## src/rtl/priority_irq_controller.sv

```systemverilog
// priority_irq_controller
//   Catches rising edges on 4 request lines as sticky pending bits. It issues one
//   interrupt at a time for the highest unmasked pending source (index 3 is highest).
//   The consumer completes each service with ack. If no ack arrives, the service is
//   retired after ACK_TIMEOUT cycles and a sticky error flag is set.
// Ports
//   clk          rising-edge clock
//   rst_n        synchronous active-low reset
//   req_in[3:0]  request lines; a rising edge is one event
//   mask[3:0]    1 = source masked (kept pending, never selected)
//   ack          consumer acknowledge
//   err_clr      clears timeout_err
//   irq          interrupt valid (registered)
//   irq_id[1:0]  source being serviced, valid while irq=1 (registered)
//   pending[3:0] sticky pending bits (registered)
//   timeout_err  sticky timeout flag (registered)
module priority_irq_controller #(
    parameter int unsigned ACK_TIMEOUT = 16,
    parameter int unsigned CNT_W       = 5
) (
    input  logic       clk,
    input  logic       rst_n,
    input  logic [3:0] req_in,
    input  logic [3:0] mask,
    input  logic       ack,
    input  logic       err_clr,
    output logic       irq,
    output logic [1:0] irq_id,
    output logic [3:0] pending,
    output logic       timeout_err
);

    typedef enum logic [1:0] {
        ST_IDLE   = 2'd0,
        ST_ASSERT = 2'd1,
        ST_GAP    = 2'd2
    } state_t;

    localparam logic [CNT_W-1:0] CNT_LAST = CNT_W'(ACK_TIMEOUT - 1);

    state_t           state_q, state_d;
    logic [CNT_W-1:0] cnt_q, cnt_d;
    logic             irq_q, irq_d;
    logic [1:0]       irq_id_q, irq_id_d;
    logic [3:0]       pending_q, pending_d;
    logic [3:0]       req_prev_q, req_prev_d;
    logic             timeout_err_q, timeout_err_d;

    logic [3:0]       rise;
    logic [3:0]       eligible;
    logic [1:0]       select;
    logic [3:0]       retire_vec;

    // Edge detect and highest-index priority select over unmasked pending sources
    always_comb begin
        rise       = req_in & ~req_prev_q;
        req_prev_d = req_in;
        eligible   = pending_q & ~mask;
        select     = 2'd0;
        for (int i = 0; i < 4; i++) begin
            if (eligible[i]) begin
                select = 2'(i);
            end
        end
    end

    // Next-state and output logic for the service handshake
    always_comb begin
        state_d       = state_q;
        cnt_d         = cnt_q;
        irq_d         = irq_q;
        irq_id_d      = irq_id_q;
        retire_vec    = 4'b0000;
        timeout_err_d = timeout_err_q;

        if (err_clr) begin
            timeout_err_d = 1'b0;
        end

        case (state_q)
            ST_IDLE: begin
                if (eligible != 4'b0000) begin
                    irq_id_d = select;
                    irq_d    = 1'b1;
                    cnt_d    = '0;
                    state_d  = ST_ASSERT;
                end
            end
            ST_ASSERT: begin
                // ack takes precedence over a simultaneous timeout
                if (ack) begin
                    retire_vec[irq_id_q] = 1'b1;
                    irq_d                = 1'b0;
                    state_d              = ST_GAP;
                end else if (cnt_q == CNT_LAST) begin
                    retire_vec[irq_id_q] = 1'b1;
                    irq_d                = 1'b0;
                    timeout_err_d        = 1'b1;
                    state_d              = ST_GAP;
                end else begin
                    cnt_d = cnt_q + CNT_W'(1);
                end
            end
            ST_GAP: begin
                state_d = ST_IDLE;
            end
            default: begin
                irq_d   = 1'b0;
                state_d = ST_IDLE;
            end
        endcase

        // A new rising edge wins over retirement of the same source
        pending_d = (pending_q & ~retire_vec) | rise;
    end

    always_ff @(posedge clk) begin
        if (!rst_n) begin
            state_q       <= ST_IDLE;
            cnt_q         <= '0;
            irq_q         <= 1'b0;
            irq_id_q      <= 2'd0;
            pending_q     <= 4'b0000;
            req_prev_q    <= 4'b0000;
            timeout_err_q <= 1'b0;
        end else begin
            state_q       <= state_d;
            cnt_q         <= cnt_d;
            irq_q         <= irq_d;
            irq_id_q      <= irq_id_d;
            pending_q     <= pending_d;
            req_prev_q    <= req_prev_d;
            timeout_err_q <= timeout_err_d;
        end
    end

    assign irq         = irq_q;
    assign irq_id      = irq_id_q;
    assign pending     = pending_q;
    assign timeout_err = timeout_err_q;

endmodule

```

## config.mk

```make
export PLATFORM = sky130hd
export DESIGN_NAME = priority_irq_controller
export DESIGN_NICKNAME = d
export VERILOG_FILES = /design/src/rtl/priority_irq_controller.sv
export SDC_FILE = /design/constraint.sdc
export NUM_CORES = 1
export LEC_CHECK = 0
export CORE_MARGIN = 4
export CORE_UTILIZATION = 40
export CTS_CLUSTER_SIZE = 40
export DETAILED_ROUTE_END_ITERATION = 8
export PLACE_DENSITY_LB_ADDON = 0.15
export SLEW_MARGIN = 20
export SYNTH_ARGS = -nofsm -noshare
export SYNTH_HDL_FRONTEND = slang
export SYNTH_SLANG_ARGS = --single-unit
```

## constraint.sdc

```tcl
create_clock -name clk -period 4.8 [get_ports clk]
set_input_delay 0.96 -clock clk [delete_from_list [all_inputs] [get_ports clk]]
set_output_delay 0.96 -clock clk [all_outputs]
set_load 0.05 [all_outputs]
```

==> flow_summary.json <==
{
  "routed_wl_um": 1770,
  "outcome": "completed",
  "slowest_stage": "clkdlybuf4s50_1",
  "avgSynthCellArea_um2": 8.84,
  "hold_buffers": 0,
  "post_cts_resized": 0,
  "leakage_nw": 0.384,
  "clk_pin_slew_ns": 0.11,
  "cp_top_family": "buffers and inverters",
  "postCtsSetupBuffers": 0,
  "p_total_mw": 0.336,
  "crit_chain": "clkdlybuf4s50_1",
  "dpl_cell_area_um2": 1050,
  "path_max_fanout": 5,
  "critPathLaunch": "irq_id[1]",
  "slowest_delay_ns": 0.83,
  "crit_required_ns": 3.84,
  "worstPathArrival_ns": 1.55,
  "netlist_instances": 95,
  "start_kind": "register",
  "synth_cell_types": 28,
  "cts_made_buffers": 3,
  "vias": 737,
  "hold_class": "reg -> reg",
  "fin_area_um2": 1080,
  "regToRegStartpoint": "cnt_q[0]",
  "worstSkewPairLatency_ns": 0.29,
  "grt_pass1_vias": 705,
  "seq_area_um2": 380,
  "routedWlPerCell_um": 12.4,
  "worstMarginPinSlew_ns": 0.507,
  "die-area_um2": 2900,
  "drc": 0,
  "firstDrtPassIters": 4,
  "syn-cell-area_um2": 840,
  "multi_input_comb_area_um2": 424,
  "fin_crit_ns": 2.51,
  "io_pins": 20,
  "setup_viol_count_final": 0,
  "drt_iter0_drc": 21,
  "gp_congestion": 0.780,
  "core_um2": 1980,
  "ys_seq_area_frac": 0.453,
  "start_util": 0.424,
  "grt_max_degree": 16,
  "cp-end-kind": "output pin",
  "area_delta_synth_final_pct": 28.3,
  "most-common-layout-cells": "19 x dfxtp_1, 19 x clkdlybuf4s50_1, 11 x a21oi_1",
  "power.density_nw_per_um2": 312,
  "fmax_mhz": 399,
  "cts_num_sinks": 19,
  "slew_headroom": 0.661,
  "yosysWarnings": 0,
  "nets": 130,
  "post-dp-hpwl_um": 1330,
  "skew_ns": 0.00129,
  "via_per_inst": 5.19,
  "cts_tree": "done",
  "port_buffers": 19,
  "peakVddDrop_uv": 209,
  "cts.path.max_buffers": 2,
  "die_w_um": 53.8,
  "antenna_cells": 0,
  "drv_cap": 0,
  "die_h_um": 53.8,
  "htree_num_levels": 1,
  "layout-drive-gt1-share": 0.0609,
  "rows": 16,
  "critPathBufInv": 1,
  "finalHoldViolCount": 0,
  "grt.total_usage": 0.144,
  "postRouteAntennaNets": 0,
  "tns_ns": 0,
  "root_buffer": "clkbuf_4",
  "fill_cells": 192,
  "rsz0062_at_grt": "no",
  "maxSlewViolCount": 0,
  "syn-num-nets": 109,
  "antenna_found_initial": 0,
  "holdCritStartpoint": "irq",
  "gr-total-overflow": 0,
  "grt_pass1_wl_um": 2950,
  "critPathKind": "reg -> out",
  "post-route-period-util": 0.522,
  "ys_seq_elements": 19,
  "whs_ns": 0.472
}
==> cell usage after synthesis, drive strengths merged <==
cell type  number  share of area
dfxtp          19           0.45
a21oi          11          0.066
nor2            7          0.034
inv             6          0.027
nand2           6          0.027
nand2b          5          0.037
nor2b           5          0.037
o41ai           5          0.075
and2            4          0.030
o21ai           4          0.024
nand3           3          0.018
nor3            3          0.018
a31oi           2          0.015
clkbuf          2         0.0089
ha              2          0.030
a211oi          1         0.0089
a41oi           1          0.010
and3            1         0.0075
buf             1         0.0060
nand4           1         0.0075
nor3b           1         0.0089
nor4            1         0.0075
o221ai          1          0.018
or2             1         0.0075
or3             1         0.0075
or4b            1          0.012
==> state kept, by name, summed over array words and instances, names as in the netlist <==
register and cells:
timeout_err 1, cnt_q 5, irq_id 2, state_q 2
req_prev_q 4, irq 1, pending 4
==> per-layer routing <==
layer | track usage | up-vias | share of wire
met5 | 0 | - | 0
met4 | 0.0723 | 0 | 0.014
met3 | 0.0360 | 4 | 0.035
met2 | 0.218 | 13 | 0.44
met1 | 0.188 | 340 | 0.51
li1 | - | 380 | -
==> worst register-to-register path, stage by stage, from the launching register on <==
cell	delay, ns
dfxtp_1	0.39
ha_1	0.24
and3_1	0.19
ha_1	0.21
or4b_1	0.61
o221ai_2	0.21
a31oi_1	0.06
nor2_1	0.10
==> where the power goes <==
part	internal [mW]	leakage [nW]	switching (mW)	total [mW]
logic	0.0317	0.213	0.0467	0.0785
registers	0.167	0.156	0.00886	0.176
clock network	0.0323	0.0150	0.0485	0.0809
==> path summary, 6_finish.rpt <==
path               endpoint  slack (ns)  cells past startpoint
hold reg to reg         irq        0.47                      2
setup / recovery  irq_id[1]        2.29                      1
setup reg to reg   cnt_q[0]        2.72                      7
hold / removal          irq        0.47                      2
==> through the flow <==
stage	util	setup slack [ns]	std cells
after floorplan	-	2.87	95
after global placement	0.530	2.33	138
after detailed placement	0.530	2.29	138
after CTS	0.544	2.28	142
after global routing	0.544	2.24	142
final	0.544	2.29	142
==> layout make-up <==
type                       count  share of cell area
clock buffer                   4              0.0244
inverter                       6              0.0209
multi-input combinational     67               0.394
sequential                    19               0.353
tap                           27              0.0314
timing repair buffer          19               0.177
==> cells by family after synthesis <==
logic type                 Yosys count  share of synthesized area
adders and majority gates            2                     0.0298
DFF                                 19                      0.453
buffers and inverters                9                     0.0417
AOI/OAI and AO/OA                   25                      0.216
and+or+nand+nor                     40                      0.259
No activity file was read; power rests on OpenSTA's default activity.
